`src/rtl/matrix_pkg.sv`:
```
// Shared constants for the FP8 3x3 matrix datapath: operand width, FP8 field
// positions and the operand loader state encoding.
package matrix_pkg;

   localparam int unsigned DATA_W   = 8;
   localparam int unsigned N_ELEMS  = 9;
   localparam int unsigned N_OPS    = 2 * N_ELEMS;
   localparam int unsigned IDX_W    = 5;

   // FP8: sign[7], exp[6:4] biased by 3, man[3:0]
   localparam int unsigned SIGN_BIT = 7;
   localparam int unsigned EXP_MSB  = 6;
   localparam int unsigned EXP_LSB  = 4;
   localparam int unsigned MAN_MSB  = 3;
   localparam int unsigned MAN_LSB  = 0;
   localparam int unsigned EXP_BIAS = 3;

   localparam logic [IDX_W-1:0] LAST_IDX = IDX_W'(N_OPS - 1);

   typedef enum logic [1:0] {
      ST_LOAD  = 2'd0,
      ST_RUN   = 2'd1,
      ST_DRAIN = 2'd2
   } load_state_t;

endpackage

```
`src/rtl/matrix_operand_loader_if.sv`:
```
// Byte-serial operand stream (valid/ready with frame delimiter) feeding
// matrix_operand_loader.
interface matrix_operand_loader_if #(
   parameter int unsigned DATA_W = 8
) ();
   logic [DATA_W-1:0] s_data;
   logic              s_valid;
   logic              s_ready;
   logic              s_last;

   modport master (output s_data, s_valid, s_last, input s_ready);
   modport slave  (input s_data, s_valid, s_last, output s_ready);
endinterface

```
`src/rtl/matrix_operand_bank.sv`:
```
// 18-entry operand register bank: indexed single-port write, all entries
// exposed as the multiplier's named a00..b22 inputs.
module matrix_operand_bank
   import matrix_pkg::*;
#(
   parameter int unsigned DATA_W = matrix_pkg::DATA_W
) (
   input  logic              clk,
   input  logic              reset,
   input  logic              we,
   input  logic [IDX_W-1:0]  widx,
   input  logic [DATA_W-1:0] wdata,
   output logic [DATA_W-1:0] a00, a01, a02, a10, a11, a12, a20, a21, a22,
   output logic [DATA_W-1:0] b00, b01, b02, b10, b11, b12, b20, b21, b22
);

   logic [N_OPS-1:0][DATA_W-1:0] mem;

   for (genvar g = 0; g < N_OPS; g++) begin : g_elem
      logic [DATA_W-1:0] q;
      always_ff @(posedge clk) begin
         if (reset)                              q <= '0;
         else if (we && (widx == IDX_W'(g)))     q <= wdata;
      end
      assign mem[g] = q;
   end

   // Index order is A row-major (0..8) then B row-major (9..17).
   assign a00 = mem[0];   assign a01 = mem[1];   assign a02 = mem[2];
   assign a10 = mem[3];   assign a11 = mem[4];   assign a12 = mem[5];
   assign a20 = mem[6];   assign a21 = mem[7];   assign a22 = mem[8];
   assign b00 = mem[9];   assign b01 = mem[10];  assign b02 = mem[11];
   assign b10 = mem[12];  assign b11 = mem[13];  assign b12 = mem[14];
   assign b20 = mem[15];  assign b21 = mem[16];  assign b22 = mem[17];

endmodule

```
`src/rtl/matrix_operand_loader.sv`:
```
// Collects 18 FP8 operand bytes, holds them for matrix_multiplier and runs the
// start/done handshake. Define MATRIX_LOADER_FRAME_CHECK_EN to enforce s_last framing.
module matrix_operand_loader
   import matrix_pkg::*;
#(
   parameter int unsigned DATA_W       = matrix_pkg::DATA_W,
   parameter int unsigned DONE_TIMEOUT = 255
) (
   input  logic              clk,
   input  logic              reset,
   matrix_operand_loader_if.slave s,
   input  logic              done,
   output logic              start,
   output logic [DATA_W-1:0] a00, a01, a02, a10, a11, a12, a20, a21, a22,
   output logic [DATA_W-1:0] b00, b01, b02, b10, b11, b12, b20, b21, b22,
   output logic              busy,
   output logic              timeout,
   output logic              err
);

   localparam int unsigned CNT_W = (DONE_TIMEOUT < 2) ? 1 : $clog2(DONE_TIMEOUT + 1);

   load_state_t       state, state_d;
   logic [IDX_W-1:0]  idx, idx_d;
   logic [CNT_W-1:0]  wait_cnt, wait_cnt_d;
   logic              accept, frame_err, expired;
   logic              wr_en, timeout_d, err_d;

   assign s.s_ready = (state == ST_LOAD) && !reset;
   assign accept    = s.s_valid && s.s_ready;
   assign expired   = (DONE_TIMEOUT != 0) && ((32'(wait_cnt) + 32'd1) == DONE_TIMEOUT);

`ifdef MATRIX_LOADER_FRAME_CHECK_EN
   // s_last must mark exactly the 18th byte; anything else drops the byte.
   assign frame_err = (s.s_last && (idx != LAST_IDX)) || (!s.s_last && (idx == LAST_IDX));
`else
   assign frame_err = 1'b0;
`endif

   always_comb begin
      state_d    = state;
      idx_d      = idx;
      wait_cnt_d = wait_cnt;
      wr_en      = 1'b0;
      timeout_d  = 1'b0;
      err_d      = 1'b0;
      unique case (state)
         ST_LOAD: begin
            wait_cnt_d = '0;
            if (accept) begin
               if (frame_err) begin
                  idx_d = '0;
                  err_d = 1'b1;
               end else if (idx == LAST_IDX) begin
                  wr_en   = 1'b1;
                  idx_d   = '0;
                  state_d = ST_RUN;
               end else begin
                  wr_en = 1'b1;
                  idx_d = idx + IDX_W'(1);
               end
            end
         end
         ST_RUN: begin
            // done in the expiry cycle takes priority over the timeout
            if (done) begin
               state_d = ST_DRAIN;
            end else if (expired) begin
               timeout_d = 1'b1;
               state_d   = ST_LOAD;
            end else begin
               wait_cnt_d = wait_cnt + CNT_W'(1);
            end
         end
         ST_DRAIN: begin
            if (!done) state_d = ST_LOAD;
         end
         default: state_d = ST_LOAD;
      endcase
   end

   always_ff @(posedge clk) begin
      if (reset) begin
         state    <= ST_LOAD;
         idx      <= '0;
         wait_cnt <= '0;
         start    <= 1'b0;
         busy     <= 1'b0;
         timeout  <= 1'b0;
      end else begin
         state    <= state_d;
         idx      <= idx_d;
         wait_cnt <= wait_cnt_d;
         start    <= (state_d == ST_RUN);
         busy     <= (state_d != ST_LOAD);
         timeout  <= timeout_d;
      end
   end

`ifdef MATRIX_LOADER_FRAME_CHECK_EN
   always_ff @(posedge clk) begin
      if (reset) err <= 1'b0;
      else       err <= err_d;
   end
`else
   assign err = 1'b0;
   logic unused_cfg;
   assign unused_cfg = ^{s.s_last, err_d};
`endif

   matrix_operand_bank #(.DATA_W(DATA_W)) u_bank (
      .clk   (clk),
      .reset (reset),
      .we    (wr_en),
      .widx  (idx),
      .wdata (s.s_data),
      .a00 (a00), .a01 (a01), .a02 (a02),
      .a10 (a10), .a11 (a11), .a12 (a12),
      .a20 (a20), .a21 (a21), .a22 (a22),
      .b00 (b00), .b01 (b01), .b02 (b02),
      .b10 (b10), .b11 (b11), .b12 (b12),
      .b20 (b20), .b21 (b21), .b22 (b22)
   );

endmodule

```
`src/flat_wrapper.sv`:
```
// flat-port wrapper written by rule: the top's interface ports become plain ports
module matrix_operand_loader_flat import matrix_pkg::*;
#(
   parameter int unsigned DATA_W       = matrix_pkg::DATA_W,
   parameter int unsigned DONE_TIMEOUT = 255
)
  (clk, reset, done, start, a00, a01, a02, a10, a11, a12, a20, a21, a22, b00, b01, b02, b10, b11, b12, b20, b21, b22, busy, timeout, err, s_s_data, s_s_valid, s_s_last, s_s_ready);
  matrix_operand_loader_if #(.DATA_W(DATA_W)) s_i ();
  input  logic clk;
  input  logic reset;
  input  logic done;
  output logic start;
  output logic [DATA_W-1:0] a00;
  output logic [DATA_W-1:0] a01;
  output logic [DATA_W-1:0] a02;
  output logic [DATA_W-1:0] a10;
  output logic [DATA_W-1:0] a11;
  output logic [DATA_W-1:0] a12;
  output logic [DATA_W-1:0] a20;
  output logic [DATA_W-1:0] a21;
  output logic [DATA_W-1:0] a22;
  output logic [DATA_W-1:0] b00;
  output logic [DATA_W-1:0] b01;
  output logic [DATA_W-1:0] b02;
  output logic [DATA_W-1:0] b10;
  output logic [DATA_W-1:0] b11;
  output logic [DATA_W-1:0] b12;
  output logic [DATA_W-1:0] b20;
  output logic [DATA_W-1:0] b21;
  output logic [DATA_W-1:0] b22;
  output logic busy;
  output logic timeout;
  output logic err;
  input wire logic [$bits(s_i.s_data)-1:0] s_s_data;
  input wire logic [$bits(s_i.s_valid)-1:0] s_s_valid;
  input wire logic [$bits(s_i.s_last)-1:0] s_s_last;
  output wire logic [$bits(s_i.s_ready)-1:0] s_s_ready;
  assign s_i.s_data = s_s_data;
  assign s_i.s_valid = s_s_valid;
  assign s_i.s_last = s_s_last;
  assign s_s_ready = s_i.s_ready;
  matrix_operand_loader #(.DATA_W(DATA_W), .DONE_TIMEOUT(DONE_TIMEOUT)) u_core (.clk(clk), .reset(reset), .s(s_i), .done(done), .start(start), .a00(a00), .a01(a01), .a02(a02), .a10(a10), .a11(a11), .a12(a12), .a20(a20), .a21(a21), .a22(a22), .b00(b00), .b01(b01), .b02(b02), .b10(b10), .b11(b11), .b12(b12), .b20(b20), .b21(b21), .b22(b22), .busy(busy), .timeout(timeout), .err(err));
endmodule
```
`config.mk`:
```
export PLATFORM = sky130hd
export DESIGN_NAME = matrix_operand_loader_flat
export DESIGN_NICKNAME = d
export VERILOG_FILES = /design/src/rtl/matrix_pkg.sv /design/src/rtl/matrix_operand_loader_if.sv /design/src/rtl/matrix_operand_bank.sv /design/src/rtl/matrix_operand_loader.sv /design/src/flat_wrapper.sv
export SDC_FILE = /design/constraint.sdc
export NUM_CORES = 1
export LEC_CHECK = 0
export BUFFER_PORTS_ARGS = -buffer_cell sky130_fd_sc_hd__buf_2
export CELL_PAD_IN_SITES_DETAIL_PLACEMENT = 1
export CELL_PAD_IN_SITES_GLOBAL_PLACEMENT = 2
export CORE_UTILIZATION = 35
export CTS_BUF_LIST = sky130_fd_sc_hd__clkbuf_8
export DETAILED_ROUTE_END_ITERATION = 10
export PLACE_DENSITY_LB_ADDON = 0.1
export SLEW_MARGIN = 20
export SYNTH_ARGS = -nofsm -noshare
export SYNTH_HDL_FRONTEND = slang
export SYNTH_HIERARCHICAL = 1
export SYNTH_SLANG_ARGS = --single-unit
```
`constraint.sdc`:
```
create_clock -name clk -period 2.2 [get_ports clk]
set_input_delay 0.22 -clock clk [delete_from_list [all_inputs] [get_ports clk]]
set_output_delay 0.22 -clock clk [all_outputs]
set_load 0.05 [all_outputs]
```
==> qor.yml <==
outcome:
  outcome: "finished clean"
worst_setup_path:
  crit_path_end_kind: "register"
  cp.buffers_inverters: 0
  reg2reg_slack_ns: 0.19
  timing.rr.start: "u_core/state[0]$_SDFF_PP0_"
  worstPathArrival_ns: 2.39
  path_depth: 4
  endpoint: "u_core/u_bank/a10[7]$_SDFFE_PP0P_"
  crit_path_max_fanout: 8
  worst_r2r_endpoint: "u_core/u_bank/a10[7]$_SDFFE_PP0P_"
  crit_family: "simple AND/OR/NAND/NOR gates"
  cp_common_cell: "nor4b_4"
  max_stage_delay_ns: 0.57
  rr_worst_depth: 4
  cp_slowest_cell: "nor4b_4"
  startpoint: "u_core/state[0]$_SDFF_PP0_"
  required_ns: 2.58
  path_class: "reg -> reg"
  crit_path_start_kind: "register"
  path_cells: "nor4b_4, nor4b_4, nand3_2, mux2i_1"
die:
  dieWidth_um: 141
  rows: 50
  core_sq_um: 18800
  dieHeight_um: 141
  start_util: 0.358
  io_pins: 162
  die_area_sq_um: 19800
clock_tree:
  cts_max_level: 4
  clockBufferDepth: 2
  cts_setup_buffers: 0
  holdBufCountCts: 0
  cts_tree: "built"
  root_buffer: "clkbuf_8"
  path_clk_slew_ns: 0.09
  postCtsResizedCells: 0
  cts_buffers: 17
  cts_num_sinks: 162
  worstSkewPairLatency_ns: 0.46
final_layout:
  syn2layout_area_growth_pct: 21.3
  nFillCells: 2076
  drive_gt1_frac: 0.316
  final_nets: 776
  n_antenna_cell: 0
sta:
  layout_min_cycle_time_ns: 2.01
  fmax_ghz: 0.498
  fin_ws_ns: 0.193
  final.setup.tns_ns: 0
  setup_violations: 0
  report.final.slew_viol_count: 0
  fin_skew_ns: 0.00944
  rsz0062_at_grt: "false"
  layout_worst_path_cycle_share: 0.912
  tightest_slew_ns: 0.842
  hold_viol: 0
  slew_headroom: 0.439
power_and_ir_drop:
  p_int_mw: 4.21
  switchingPower_mw: 1.36
  p_per_area_nw_per_um2: 683
  netSwitchingFraction: 0.244
  ir_drop_v: 0.000338
  p_leak_nw: 4.26
  p_seq_frac: 0.532
  p_comb_frac: 0.058
  clkPwrFrac: 0.410
global_route:
  grt_use_total: 0.189
  grt_pass1_wl_um: 28500
  antenna_found_initial: 0
  grt_pass1_vias: 5083
  grt_max_degree: 112
  grt-ovfl-total: 0
placement:
  gp_congestion: 0.737
  hpwl_um: 12400
  place_ws_ns: 0.158
  port_buffers: 159
detailed_routing:
  ant_nets: 0
  drt-met1-wl_um: 7790
  wl_met3_um: 815
  highest_layer: "met4"
  routed_wl_um: 17900
  drc: 0
  drt-pass1-iter-count: 4
  num_vias: 4791
  routed_via_density: 4.76
  drtIter0Drc: 145
  wire_per_inst_um: 17.8
  wl_met2_um: 9140
logic_synthesis:
  synth_common_cells: "dfxtp_1 (162), nand2b_1 (153), mux2i_1 (145)"
  synth-seq-cells: 162
  netlist_area_sq_um: 6720
  postSynth.asyncResetShare: 0
  synth.most_common_cell: "dfxtp_1"
  synth.avg_cell_area_sq_um: 11.1
  synth_area_leaders: "dfxtp_1 (48%), mux2i_1 (22%), nand2b_1 (14%)"
  synth_area_leader_cell: "dfxtp_1"
  ys.flop_type: "dfxtp_1"
  synth_top_area_share: 0.483
  synth_nets: 624
  yosysUniqueCellTypes: 51
  ys_seq_area_frac: 0.483
  synth-edff-count: 0
  syn_inst: 607
  yosys_warnings: 6
hold_path:
  hp-start: "reset"
  hp-class: "in -> reg"
job:
  drv_cap: 0
## layout make-up
type | count | area [sq um] | share of cell area
clock inverter | 14 | 164 | 0.0201
multi-input combinational | 391 | 3230 | 0.397
clock buffer | 18 | 248 | 0.0304
timing repair buffer | 177 | 933 | 0.115
tap | 234 | 293 | 0.0359
inverter | 10 | 37.5 | 0.00461
sequential | 162 | 3240 | 0.398
## sequential cells by signal (all words and copies together), names as in the netlist
register and flops:
u_core/u_bank/b22 8, u_core/u_bank/a02 8, u_core/u_bank/b00 8, u_core/u_bank/a21 8, u_core/u_bank/a20 8, u_core/u_bank/b21 8
u_core/start 1, u_core/u_bank/a22 8, u_core/idx 5, u_core/u_bank/a10 8, u_core/busy 1, u_core/wait_cnt 8
u_core/state 2, u_core/u_bank/b01 8, u_core/u_bank/b02 8, u_core/u_bank/b12 8, u_core/u_bank/b11 8, u_core/u_bank/a11 8
u_core/u_bank/a12 8, u_core/u_bank/a00 8, u_core/u_bank/b10 8, u_core/timeout 1, u_core/u_bank/b20 8, u_core/u_bank/a01 8
## routing by layer
metal	vias to the layer above	GRT usage
li1	2331	-
met1	2341	0.222
met2	103	0.338
met3	16	0.0533
met4	0	0.0481
met5	-	0
## how the worst min path moves through the flow
| stage | end | cells after the start |
|---|---|---|
| 5_1_grt | u_core/busy$_SDFF_PP0_ | 2 |
| 3_3_place_gp | u_core/u_bank/a12[0]$_SDFFE_PP0P_ | 2 |
| 6_report | u_core/state[0]$_SDFF_PP0_ | 2 |
| 2_1_floorplan | u_core/state[1]$_SDFF_PP0_ | 1 |
| 4_1_cts | u_core/state[0]$_SDFF_PP0_ | 2 |
| 3_5_place_dp | u_core/u_bank/a12[0]$_SDFFE_PP0P_ | 2 |
## cell families (layout without fill, tap and decap cells)
family,Yosys count,in the layout,synth area share
simple gates,212,212,0.211
flops,162,162,0.483
mux,145,145,0.216
buf+inv,54,219,0.0367
compound gates,20,20,0.0309
xor+xnor,9,9,0.0145
fa+ha+maj,4,4,0.00745
other cells,1,1,0.000558
## placed cells by master, fill, tap and decap left out, types with 2 or more instances in the layout
cell type and instances:
nor2_1 7, nand4_2 3, dfxtp_1 162, nor2b_1 2
nand2_1 5, mux2i_1 145, o221ai_2 4, nand4_1 2
xnor2_1 4, nand3b_1 2, buf_2 158, xor2_1 4
a21oi_1 3, o22ai_2 3, nand2_2 11, ha_1 4
clkbuf_8 18, bufinv_16 3, nand2b_1 153, nand3_2 6
buf_4 19, nor4b_4 3, inv_1 12, nor3b_1 3
clkinvlp_4 3, nor3_1 2, o21ai_0 3, inv_6 3
## per-stage QoR
step | util | cells | instance area (sq um) | power (mW) | hold slack, ns
global placement | 0.412 | 974 | 7740 | 3.35 | 0.457
CTS | 0.434 | 1006 | 8150 | 5.66 | 0.0138
floorplan | - | 607 | 6720 | 3.26 | 0.383
finish | 0.434 | 1006 | 8150 | 5.57 | 0.0420
global route | 0.434 | 1006 | 8150 | 5.82 | 0.0188
detailed placement | 0.412 | 974 | 7740 | 3.36 | 0.464
## power groups by stage
stage / sequential, mW / combinational, mW / clock [mW]
finish: 2.96 / 0.324 / 2.28
detailed placement: 3.03 / 0.331 / 0
global placement: 3.03 / 0.324 / 0
global route: 2.97 / 0.348 / 2.50
CTS: 2.96 / 0.332 / 2.36
floorplan: 3.07 / 0.182 / 0
(Power assumes the default switching activity.)
